### src/rtl/mod_add_acc.sv
// rtl/mod_add_acc.sv - streaming modular accumulator, one reduced sum per frame
module mod_add_acc #(
  parameter int K  = 54,
  parameter int CW = 16
) (
  input  logic          clk,
  input  logic          rst,
  input  logic [K-1:0]  q,
  input  logic          in_valid,
  output logic          in_ready,
  input  logic [K-1:0]  in_data,
  input  logic          in_last,
  output logic          out_valid,
  input  logic          out_ready,
  output logic [K-1:0]  out_data,
  output logic [CW-1:0] out_count
);

  logic [K-1:0]  acc_q, acc_d;
  logic [CW-1:0] cnt_q, cnt_d;
  logic          out_valid_q, out_valid_d;
  logic [K-1:0]  out_data_q, out_data_d;
  logic [CW-1:0] out_count_q, out_count_d;

  logic          acc_in;
  logic [K:0]    sum_w;
  logic [K:0]    diff_w;
  logic [K:0]    red_w;
  logic [CW-1:0] cnt_n;

  assign in_ready = !out_valid_q || out_ready;
  assign acc_in   = in_valid && in_ready;

  // Both operands are below q, so the K+1 bit sum is below 2q and one
  // conditional subtraction fully reduces it.
  assign sum_w  = {1'b0, acc_q} + {1'b0, in_data};
  assign diff_w = sum_w - {1'b0, q};
  assign red_w  = (sum_w >= {1'b0, q}) ? diff_w : sum_w;
  assign cnt_n  = (cnt_q == {CW{1'b1}}) ? cnt_q : cnt_q + CW'(1);

  always_comb begin
    acc_d       = acc_q;
    cnt_d       = cnt_q;
    out_valid_d = out_valid_q;
    out_data_d  = out_data_q;
    out_count_d = out_count_q;
    if (out_valid_q && out_ready) begin
      out_valid_d = 1'b0;
    end
    if (acc_in) begin
      if (in_last) begin
        out_data_d  = red_w[K-1:0];
        out_count_d = cnt_n;
        out_valid_d = 1'b1;
        acc_d       = '0;
        cnt_d       = '0;
      end else begin
        acc_d = red_w[K-1:0];
        cnt_d = cnt_n;
      end
    end
  end

  always_ff @(posedge clk) begin
    if (rst) begin
      acc_q       <= '0;
      cnt_q       <= '0;
      out_valid_q <= 1'b0;
      out_data_q  <= '0;
      out_count_q <= '0;
    end else begin
      acc_q       <= acc_d;
      cnt_q       <= cnt_d;
      out_valid_q <= out_valid_d;
      out_data_q  <= out_data_d;
      out_count_q <= out_count_d;
    end
  end

  assign out_valid = out_valid_q;
  assign out_data  = out_data_q;
  assign out_count = out_count_q;

  // Simulation guards for the operand preconditions and the no-wrap property.
  a_in_range: assert property (@(posedge clk) disable iff (rst)
    acc_in |-> (in_data < q));
  a_q_min: assert property (@(posedge clk) disable iff (rst)
    q >= K'(2));
  a_q_stable: assert property (@(posedge clk) disable iff (rst)
    (cnt_q != '0) |-> $stable(q));
  a_reduced: assert property (@(posedge clk) disable iff (rst)
    acc_in |-> (red_w[K] == 1'b0));

endmodule

### config.mk
export PLATFORM = sky130hd
export DESIGN_NAME = mod_add_acc
export DESIGN_NICKNAME = d
export VERILOG_FILES = /design/src/rtl/mod_add_acc.sv
export SDC_FILE = /design/constraint.sdc
export NUM_CORES = 1
export LEC_CHECK = 0
export BUFFER_PORTS_ARGS = -buffer_cell sky130_fd_sc_hd__buf_2
export CORE_AREA = 5 5 183 185
export DETAILED_ROUTE_END_ITERATION = 8
export DIE_AREA = 0 0 188 190
export GPL_TIMING_DRIVEN = 0
export HOLD_SLACK_MARGIN = 0.08
export PLACE_DENSITY = 0.57
export SYNTH_ARGS = -nofsm -noshare
export SYNTH_HDL_FRONTEND = slang
export SYNTH_SLANG_ARGS = --single-unit
export TNS_END_PERCENT = 100
### constraint.sdc
create_clock -name clk -period 5.4 [get_ports clk]
set_clock_uncertainty 0.1 [all_clocks]
set_input_delay 1.08 -clock clk [delete_from_list [all_inputs] [get_ports clk]]
set_output_delay 1.08 -clock clk [all_outputs]
set_load 0.02 [all_outputs]
==> flow_results.org <==
** CTS
- Maximum buffer depth of the clock tree :: 2
- Clock insertion delay at the later pin of the skew report :: 0.45 ns
- Hold-fix buffer count after cts :: 0
- The root buffer cell chosen for the clock tree is clkbuf_16.
- TritonCTS built the clock tree.
- Clock Pin Slew Worst Setup and Hold Paths :: 0.07 ns
- Clock buffer count from CTS :: 17
- Clock tree synthesis found a total of 141 sinks.
- The H-tree was split into 4 levels.

** Floorplan
- I/O pins :: 185
- Placement Rows :: 66
- Die boundary width :: 188 microns
- Die area :: 35700 sq um
- For this configuration, the core starts out at a cell density of 39.1%.
- Core box area :: 31900 sq um
- Vertical die dimension :: 190 microns

** Routing
- Via count normalized by instance count :: 5.79
- Final routed wire length divided by cell count :: 21.1 microns
- Count of antenna-violating nets left after detailed routing :: 0
- The detailed router finished its first iteration with 1083 violations.
- First-pass iteration count of the detailed router :: 6
- Summing over every cut layer, the via total after detailed routing is 13800.
- Final wirelength :: 50500 microns
- Residual DRC count :: 0

** STA
- The worst path uses 108% of the clock period.
- Pins over their slew limit :: 0
- Once routing completed, OpenROAD measured the worst setup slack at -0.459 ns.
- The hold violation total from the final report was 0.
- Transition time at the pin with the least slew margin :: 1.08 ns
- Setup repair after global routing could not meet its margin everywhere.
- Adding up every negative setup slack in the final design gives -34.48 ns.
- Final setup violating endpoints :: 108
- Relative slew margins :: 27.8%
- Final critical-path required period :: 5.86 ns
- Maximum achievable frequency :: 0.171 GHz
- Worst hold slack after final layout :: 0.354 ns

** Setup path
- Critical path launch point type :: input pin
- Crit path capture type :: flop
- Required arrival time at the worst endpoint :: 5.60 ns
- Critical path data arrival time :: 6.06 ns
- CP Class :: input pin to flop
- Along the worst path, the maximum fanout reaches 6.

** Cells and area
- Relative to the synthesized area, the layout overhead comes to 43.4%.
- The repair_antennas step left the layout with diodes totalling 0.
- In the final layout, the multi-input gates occupy 11100 sq um.
- Most frequent standard cell in the layout excluding fill and tap cells :: buf_2
- Final net count :: 2194
- Post-route insts no fill :: 2390
- Count of fill cells added during filler insertion :: 2951
- Proportion of layout cells with a drive suffix above 1 :: 33.5%
- Commonest cells after routing, fill and taps aside :: buf_2, nand2_1, dfxtp_1
- Design Area, Final :: 17900 sq um
- Footprint of the flip-flops and latches :: 2820 sq um

** Min path
- The min-delay analysis places its worst path in the category flop to flop.

** Place
- The congestion estimate from routability-driven global placement came to 0.950.
- The wire-length estimate of the detail-placed layout is 37400 microns.
- Area after DPL :: 14200 sq um
- Number of I/O port buffers :: 184
- Timing analysis after detailed placement gives a worst setup slack of -2.10 ns.
- Counting tap cells, the placed design contains a total of 2283 instances.

** Logic synthesis
- The Yosys step of the flow raised 0 warnings.
- Area leader, netlist :: dfxtp_1
- The number of nets handed over by synthesis was 1915.
- Cell count after synthesis :: 1691
- Fraction of synthesized cell area taken by the top area cell type :: 22.6%
- Flop and latch count out of synthesis :: 141
- Post-synthesis instance area :: 12500 sq um
- Prevailing post-synth register cell :: dfxtp_1
- Avg Inst Size Synth :: 7.38 sq um
- For this run, asynchronously set or reset flops after synthesis account for 0%.
- Counting distinct cell types in the post-synthesis netlist gives 87.
- Ranking of synthesized cells by area :: dfxtp_1, ha_1, a21oi_1, nand2_1, nor2_1
- Number of enable-type register cells in the synthesized netlist :: 0
- Sequential cells were found to cover 22.6% of the synthesized design area.

** Pwr
- Fraction of power consumed by combinational cells :: 73.4%
- Clock network fraction of total power :: 13.4%
- Cell internal power dissipation :: 5.04 mW
- Peak supply drop :: 0.267 mV
- Switching power as a share of total power :: 48.6%
- Static leakage :: 7.46 nW
- The share of total power dissipated in sequential elements is 13.1%.
- In this run the power density over the cells is 548 nW/um^2.
- Switching power of the nets :: 4.76 mW

** Flow run
- The tool flagged a number of max-cap violations equal to 0.

** GRT
- First-pass GRT wire length :: 75200 microns
- Summed over all layers, the global routing overflow is 0.
- For this run, the total global-route usage over all layers was measured as 26.6%.
- The via count of the first global-routing pass came to 13400.
- Entering global routing, the biggest net connects 17 pins.
- The initial antenna violation count was 0.

** Status
- Status :: finished, violations left
- Violated checks :: setup timing
-- layout make-up --
class                   count  share of cell area (%)
clock buffers              18                    2.45
multi-input cells        1359                    62.3
inverters                  92                    2.08
well taps                 408                    2.85
flip-flops and latches    141                    15.8
plain buffers              78                    3.06
clock inverters            13                    1.00
repair buffers            281                    10.5
-- through the flow --
step,utilization (%),total power [mW]
finish,56.1,9.80
global route,56.1,10.3
CTS,52.4,8.93
detailed placement,44.4,5.94
global placement,44.4,5.94
floorplan,-,4.64
-- critical path, cell delays in order --
cell and delay (ns):
buf_2 0.10, ha_1 0.28, buf_6 0.12, nand4_1 0.18, or2_4 0.31, or3_4 0.34
o21ai_4 0.32, buf_4 0.19, o311ai_4 0.11, o21ai_2 0.20, a21oi_1 0.13, xnor2_2 0.19
ha_4 0.35, and3_4 0.21, nand3_2 0.13, nor2_4 0.17, o2111ai_4 0.14, o311a_1 0.31
and3b_1 0.19, buf_6 0.13, buf_12 0.14, buf_16 0.15, buf_12 0.13, buf_16 0.14
a21oi_4 0.21, a211oi_2 0.09
-- flip-flops by register name, summed over array words and instances, names as in the netlist --
name	count
out_count	16
acc_q	54
out_data	54
out_valid	1
cnt_q	16
-- worst paths after layout --
kind | startpoint | end | slack [ns] | depth (start not counted)
min reg2reg | acc_q[22] | acc_q[22] | 0.35 | 2
min | acc_q[22] | acc_q[22] | 0.35 | 2
max reg2reg | acc_q[13] | out_data[17] | -0.12 | 25
max | in_data[12] | out_data[17] | -0.46 | 26
-- metal layers --
layer / global-route usage [%] / share of wire (%) / vias up
li1: - / - / 6667
met2: 42.8 / 45 / 549
met3: 5.50 / 7.1 / 111
met1: 34.9 / 44 / 6515
met5: 0 / 0 / -
met4: 10.8 / 3.9 / 0
-- timing repair --
| item | 4_1_cts | 5_1_grt |
|---|---|---|
| endpoints found under the setup margin | 108 | 108 |
| cloned | 4 | 3 |
| gates resized for setup | 279 | 159 |
| buffers inserted | 48 | 48 |
| pin swaps | 99 | 90 |
-- power by group through the flow --
stage               combinational (mW)  clock [mW]  sequential, mW
finish                            7.20        1.32            1.29
global route                      7.62        1.36            1.30
CTS                               6.33        1.32            1.28
detailed placement                4.64           0            1.30
global placement                  4.64           0            1.30
floorplan                         3.29           0            1.36
-- logic make-up (layout without fill, tap and decap cells) --
| family | Yosys count | after routing | synth area share (%) |
|---|---|---|---|
| flops | 141 | 141 | 22.6 |
| compound gates | 599 | 599 | 31.4 |
| fa+ha+maj | 111 | 111 | 11.3 |
| xor+xnor | 105 | 105 | 7.37 |
| mux | 28 | 28 | 2.27 |
| simple gates | 516 | 516 | 18.9 |
| buf+inv | 191 | 482 | 6.15 |
-- synth_stat cells (13+ instances only) --
cell	count
a211oi_1	48
a211oi_2	13
a21o_1	55
a21oi_1	172
a22oi_1	13
a31oi_1	15
clkbuf_1	78
dfxtp_1	141
ha_1	109
inv_1	90
mux2i_1	26
nand2_1	166
nand2b_1	18
nand3_1	43
nand4_1	21
nor2_1	161
nor3_1	38
o211ai_1	13
o21a_1	25
o21ai_0	71
o21ai_1	69
o21bai_1	23
o31ai_1	16
or3_1	13
xnor2_1	68
xor2_1	37
(Power assumes the default switching activity.)
